--- src/rtl/dp_ram_pkg.sv ---
// Shared constants for the dual-port RAM: default geometry and the read latency,
// which becomes 2 when DP_RAM_OUTREG_EN is defined.
package dp_ram_pkg;

  localparam int DEF_ADDRWIDTH = 8;
  localparam int DEF_DATAWIDTH = 8;

`ifdef DP_RAM_OUTREG_EN
  localparam int RD_LATENCY = 2;
`else
  localparam int RD_LATENCY = 1;
`endif

endpackage

--- src/rtl/dp_ram_if.sv ---
// Bus bundle for both ports of dp_ram; the master drives address/data/enable,
// the slave (the RAM) returns the registered read data.
interface dp_ram_if
  import dp_ram_pkg::*;
#(
  parameter int ADDRWIDTH = DEF_ADDRWIDTH,
  parameter int DATAWIDTH = DEF_DATAWIDTH
);

  logic [ADDRWIDTH-1:0] address_a;
  logic [DATAWIDTH-1:0] data_a;
  logic                 wren_a;
  logic [DATAWIDTH-1:0] q_a;

  logic [ADDRWIDTH-1:0] address_b;
  logic [DATAWIDTH-1:0] data_b;
  logic                 wren_b;
  logic [DATAWIDTH-1:0] q_b;

  modport master (
    output address_a, data_a, wren_a,
    output address_b, data_b, wren_b,
    input  q_a, q_b
  );

  modport slave (
    input  address_a, data_a, wren_a,
    input  address_b, data_b, wren_b,
    output q_a, q_b
  );

endinterface

--- src/rtl/dp_ram_outreg.sv ---
// Per-port read pipeline: the read register, plus a second register stage when
// DP_RAM_OUTREG_EN is defined. Both stages clear on reset.
module dp_ram_outreg
  import dp_ram_pkg::*;
#(
  parameter int DATAWIDTH = DEF_DATAWIDTH
) (
  input  logic                 i_clock,
  input  logic                 i_reset,
  input  logic [DATAWIDTH-1:0] i_d,
  output logic [DATAWIDTH-1:0] o_q
);

  logic [DATAWIDTH-1:0] r_q_p1;

  // stage 1: read register
  always_ff @(posedge i_clock) begin
    if (i_reset) r_q_p1 <= '0;
    else         r_q_p1 <= i_d;
  end

`ifdef DP_RAM_OUTREG_EN
  logic [DATAWIDTH-1:0] r_q_p2;

  // stage 2: optional output register
  always_ff @(posedge i_clock) begin
    if (i_reset) r_q_p2 <= '0;
    else         r_q_p2 <= r_q_p1;
  end

  assign o_q = r_q_p2;
`else
  assign o_q = r_q_p1;
`endif

endmodule

--- src/rtl/dp_ram.sv ---
// True dual-port RAM, read-first on both ports, port A wins same-address write
// collisions. Read latency 1, or 2 with DP_RAM_OUTREG_EN defined.
module dp_ram
  import dp_ram_pkg::*;
#(
  parameter int ADDRWIDTH = DEF_ADDRWIDTH,
  parameter int DATAWIDTH = DEF_DATAWIDTH
) (
  input  logic   clock,
  input  logic   reset,
  dp_ram_if.slave bus
);

  localparam int DEPTH = 1 << ADDRWIDTH;

  // Zero power-up contents; reset deliberately leaves the array alone.
  logic [DATAWIDTH-1:0] r_mem [DEPTH] = '{default: '0};

  logic                 w_wr_a;
  logic                 w_wr_b;
  logic [DATAWIDTH-1:0] w_rd_a;
  logic [DATAWIDTH-1:0] w_rd_b;

  // B is dropped when A targets the same word in the same cycle.
  assign w_wr_a = bus.wren_a && !reset;
  assign w_wr_b = bus.wren_b && !reset &&
                  !(bus.wren_a && (bus.address_a == bus.address_b));

  always_ff @(posedge clock) begin
    if (w_wr_a) r_mem[bus.address_a] <= bus.data_a;
    if (w_wr_b) r_mem[bus.address_b] <= bus.data_b;
  end

  assign w_rd_a = r_mem[bus.address_a];
  assign w_rd_b = r_mem[bus.address_b];

  dp_ram_outreg #(.DATAWIDTH(DATAWIDTH)) u_outreg_a (
    .i_clock (clock),
    .i_reset (reset),
    .i_d     (w_rd_a),
    .o_q     (bus.q_a)
  );

  dp_ram_outreg #(.DATAWIDTH(DATAWIDTH)) u_outreg_b (
    .i_clock (clock),
    .i_reset (reset),
    .i_d     (w_rd_b),
    .o_q     (bus.q_b)
  );

endmodule

--- src/flat_wrapper.sv ---
// flat-port wrapper written by rule: the top's interface ports become plain ports
module dp_ram_flat import dp_ram_pkg::*;
#(
  parameter int ADDRWIDTH = DEF_ADDRWIDTH,
  parameter int DATAWIDTH = DEF_DATAWIDTH
)
  (clock, reset, bus_address_a, bus_data_a, bus_wren_a, bus_address_b, bus_data_b, bus_wren_b, bus_q_a, bus_q_b);
  dp_ram_if #(.ADDRWIDTH(ADDRWIDTH), .DATAWIDTH(DATAWIDTH)) bus_i ();
  input  logic clock;
  input  logic reset;
  input wire logic [$bits(bus_i.address_a)-1:0] bus_address_a;
  input wire logic [$bits(bus_i.data_a)-1:0] bus_data_a;
  input wire logic [$bits(bus_i.wren_a)-1:0] bus_wren_a;
  input wire logic [$bits(bus_i.address_b)-1:0] bus_address_b;
  input wire logic [$bits(bus_i.data_b)-1:0] bus_data_b;
  input wire logic [$bits(bus_i.wren_b)-1:0] bus_wren_b;
  output wire logic [$bits(bus_i.q_a)-1:0] bus_q_a;
  output wire logic [$bits(bus_i.q_b)-1:0] bus_q_b;
  assign bus_i.address_a = bus_address_a;
  assign bus_i.data_a = bus_data_a;
  assign bus_i.wren_a = bus_wren_a;
  assign bus_i.address_b = bus_address_b;
  assign bus_i.data_b = bus_data_b;
  assign bus_i.wren_b = bus_wren_b;
  assign bus_q_a = bus_i.q_a;
  assign bus_q_b = bus_i.q_b;
  dp_ram #(.ADDRWIDTH(ADDRWIDTH), .DATAWIDTH(DATAWIDTH)) u_core (.clock(clock), .reset(reset), .bus(bus_i));
endmodule
--- config.mk ---
export PLATFORM = sky130hd
export DESIGN_NAME = dp_ram_flat
export DESIGN_NICKNAME = d
export VERILOG_FILES = /design/src/rtl/dp_ram_pkg.sv /design/src/rtl/dp_ram_if.sv /design/src/rtl/dp_ram_outreg.sv /design/src/rtl/dp_ram.sv /design/src/flat_wrapper.sv
export SDC_FILE = /design/constraint.sdc
export NUM_CORES = 2
export LEC_CHECK = 0
export ABC_CLOCK_PERIOD_IN_PS = 3020
export BUFFER_PORTS_ARGS = -buffer_cell sky130_fd_sc_hd__buf_2
export CAP_MARGIN = 0
export CORE_MARGIN = 3
export CORE_UTILIZATION = 59
export DETAILED_ROUTE_END_ITERATION = 12
export HOLD_SLACK_MARGIN = 0.05
export PLACE_DENSITY = 0.8
export SETUP_SLACK_MARGIN = 0.15
export SLEW_MARGIN = 5
export SYNTH_ARGS = -nofsm -noshare
export SYNTH_HDL_FRONTEND = slang
export SYNTH_SLANG_ARGS = --single-unit
--- constraint.sdc ---
create_clock -name clock -period 3.02 [get_ports clock]
set_input_delay 0.302 -clock clock [delete_from_list [all_inputs] [get_ports clock]]
set_output_delay 0.302 -clock clock [all_outputs]
set_load 0.01 [all_outputs]
==> impl_metrics.toml <==
[die]
dieWidth_um = 464.7
die-area_mm2 = 0.2160
dieHeight_um = 464.7
core_area_mm2 = 0.2081
pin_count = 52
start_util = 0.5965
core.rowCount = 167

[synth]
synth_edf_count = 2048
synth_cells = 8127
syn_avg_cell_area_um2 = 15.28
yosys_most_used_dff = "edfxtp_1"
ys_seq_elements = 2064
syn_nets = 8163
yosysWarnings = 0
async_flop_share = 0
yosysUniqueCellTypes = 65
syn-cell-area_mm2 = 0.1241
yosysSeqAreaShare = 0.4979

[critical_path]
worstPathArrival_ps = 3820
cp-start-kind = "register"
r2r_start = "u_core.r_mem[11][7]"
crit_end = "u_core.u_outreg_a.o_q[7]"
critPathLaunch = "u_core.r_mem[11][7]"
end_kind = "register"
critical_path_class = "reg -> reg"
worstPathRequired_ps = 3800
reg2regPathDepth = 9
r2r_end = "u_core.u_outreg_a.o_q[7]"
critPathMaxFanout = 2
reg2reg_slack_ps = -20

[place]
pre_cts_ws_ps = -911.6
placed_cells = 11491
place.detailed.hpwl_um = 341500
gp_routability_congestion = 1.057
dpl-instance-area_mm2 = 0.1384
io_buffers = 51

[route]
routed_wirelength_um = 491300
dr.pass1.iters = 8
drt_iter0_drc = 15619
detail-route-antenna-nets = 0
num_vias = 92052
wire_per_inst_um = 41.11
vias_per_cell = 7.704
drc = 0

[clock_tree]
clock_latency_ps = 890
root_buffer = "clkbuf_16"
cts_max_level = 4
cts_tree = "built"
clockBufferDepth = 3
clock_sinks = 2064
cts.clk_slew.worst_paths_ps = 60
numCtsBuffers = 220

[layout]
postLayoutCoreUtil = 0.7020
drive_gt1_frac = 0.5455
layout.nets = 8972
design_area_mm2 = 0.1461
final_common_cell = "mux2_2"
synthToLayoutAreaGrowth_pct = 17.68
layout_common_cells = "2066 x mux2_2, 2048 x edfxtp_1, 1198 x buf_4, 835 x mux4_2, 455 x mux2i_1"
instances_no_fill = 11949

[global_route]
grt_use_met2 = 0.6678
antenna_found_initial = 37
grt_pass1_wl_um = 687000
busiest_layer = "met2"
met3_usage = 0.1327
use_met1 = 0.5748
grt_pass1_vias = 89387
grtUsageTotal = 0.4481
grt_max_degree = 105
grt-ovfl-total = 0

[power_and_ir_drop]
power_density_mw_per_mm2 = 472.5
p_sw_mw = 17.52
p_int_mw = 51.51
clockPowerShare = 0.408
power.total_mw = 69.03
max-vdd-ir-drop_uv = 652.5
p_leak_nw = 49.78
seq_power_share = 0.459
p_comb_frac = 0.133
p_sw_frac = 0.2538

[sta]
fin_setup_tns_ps = -21.33
worst_pin_slew_ps = 1425
slew_viol_final = 0
timing.final.ws_setup_ps = -21.33
post-route-period-util = 1.007
finalSetupViolations = 1
slew_headroom = 0.04641
hold_violations = 0
fin_skew_ps = 34.12
rsz0062_at_grt = "yes"
layout_min_cycle_time_ps = 3041
max_freq_mhz = 328.8
whs_ps = 91.93

[run_status]
violations = "negative setup slack"
status = "complete, but fails checks"

[flow_run]
maxCapViolations = 0

[min_path]
holdCritPathClass = "in -> reg"
==> power by group through the flow <==
| stage | clock (mW) | combinational [mW] | sequential [mW] |
|---|---|---|---|
| after floorplan | 0 | 4.83 | 32.2 |
| final | 28.2 | 9.17 | 31.7 |
| after detailed placement | 0 | 8.74 | 32.3 |
| after global placement | 0 | 8.60 | 32.3 |
| after global routing | 29.3 | 9.29 | 31.7 |
| after CTS | 28.2 | 8.81 | 31.7 |
==> registers in the layout, indices dropped and copies added, names as in the netlist <==
| name | flops |
|---|---|
| u_core.u_outreg_a.o_q | 8 |
| u_core.r_mem | 2048 |
| u_core.u_outreg_b.o_q | 8 |
==> cells by family after synthesis <==
family,after synthesis,share of synthesized area
multiplexers,3397,0.3793
flip-flops,2064,0.4979
AO/OA/AOI/OAI,1006,0.05556
buffers and inverters,964,0.03502
AND/OR/NAND/NOR,688,0.03163
XOR/XNOR,8,0.0005644
==> Yosys cell counts, types with 12 or more instances <==
| master | instances | area share |
|---|---|---|
| mux2_2 | 2066 | 0.19 |
| edfxtp_1 | 2048 | 0.50 |
| mux4_2 | 835 | 0.15 |
| clkbuf_1 | 640 | 0.019 |
| mux2i_1 | 455 | 0.037 |
| nand2_1 | 235 | 0.0071 |
| o22ai_1 | 200 | 0.010 |
| o21ai_0 | 197 | 0.0079 |
| a22oi_1 | 165 | 0.010 |
| buf_2 | 138 | 0.0056 |
| a221oi_1 | 133 | 0.0094 |
| buf_4 | 94 | 0.0057 |
| nor2_4 | 84 | 0.0076 |
| nor2_1 | 82 | 0.0025 |
| a21oi_1 | 80 | 0.0032 |
| a22o_1 | 55 | 0.0039 |
| nor2b_1 | 55 | 0.0028 |
| nor2_2 | 49 | 0.0025 |
| a211oi_1 | 45 | 0.0027 |
| a31oi_1 | 42 | 0.0021 |
| mux2_1 | 41 | 0.0037 |
| nand3_1 | 39 | 0.0016 |
| buf_1 | 37 | 0.0011 |
| nand2b_1 | 30 | 0.0015 |
| buf_6 | 27 | 0.0024 |
| inv_1 | 25 | 0.00076 |
| o211ai_1 | 23 | 0.0014 |
| nand2_2 | 20 | 0.0010 |
| nor3_1 | 18 | 0.00073 |
| dfxtp_1 | 16 | 0.0026 |
| nand4_1 | 15 | 0.00076 |
| a2111oi_0 | 14 | 0.00099 |
| and2_1 | 12 | 0.00060 |
==> worst min-delay path by stage <==
| stage | slack, ps | to | cells after the start | from |
|---|---|---|---|---|
| 2_1_floorplan | 610 | bus_q_a[0] | 0 | u_core.u_outreg_a.o_q[0] |
| 3_3_place_gp | 710 | bus_q_b[7] | 1 | u_core.u_outreg_b.o_q[7] |
| 3_5_place_dp | 720 | bus_q_b[7] | 1 | u_core.u_outreg_b.o_q[7] |
| 4_1_cts | 100 | u_core.r_mem[92][3] | 2 | bus_data_a[3] |
| 5_1_grt | 110 | u_core.r_mem[93][3] | 2 | bus_data_a[3] |
| 6_report | 90 | u_core.r_mem[92][3] | 2 | bus_data_a[3] |
==> critical path, stage by stage (launching register included) <==
cell and delay, ps:
edfxtp_1 450, mux4_2 550, a22o_1 240, a221oi_2 190, buf_4 170, nand4_1 110, buf_6 180, a2111oi_4 760
buf_4 240, nor3_2 40
==> layout make-up <==
type / instances / area (um2)
diodes: 37 / 92.59
clock buffers: 271 / 5812
clock inverters: 139 / 1528
fillers: 13795 / 62020
inverters: 27 / 101.3
multi-input cells: 5099 / 58320
flip-flops and latches: 2064 / 61820
well taps: 2788 / 3488
repair buffers: 1524 / 14930
==> timing repair <==
item | CTS | global route
hold buffers | 4 | 0
endpoints found under the hold margin | 54 | 0
cloned | 0 | 0
resized for setup | 8 | 14
pin swaps | 2 | 1
endpoints found under the setup margin | 4 | 10
buffers inserted | 2 | 5
==> metal layers <==
| metal | routed length, um | share of wire |
|---|---|---|
| met3 | 67310 | 0.14 |
| met2 | 217400 | 0.44 |
| met4 | 39920 | 0.081 |
| met1 | 166500 | 0.34 |
| met5 | 136 | 0.00028 |
Note: power is estimated with default switching activity, not from simulation.
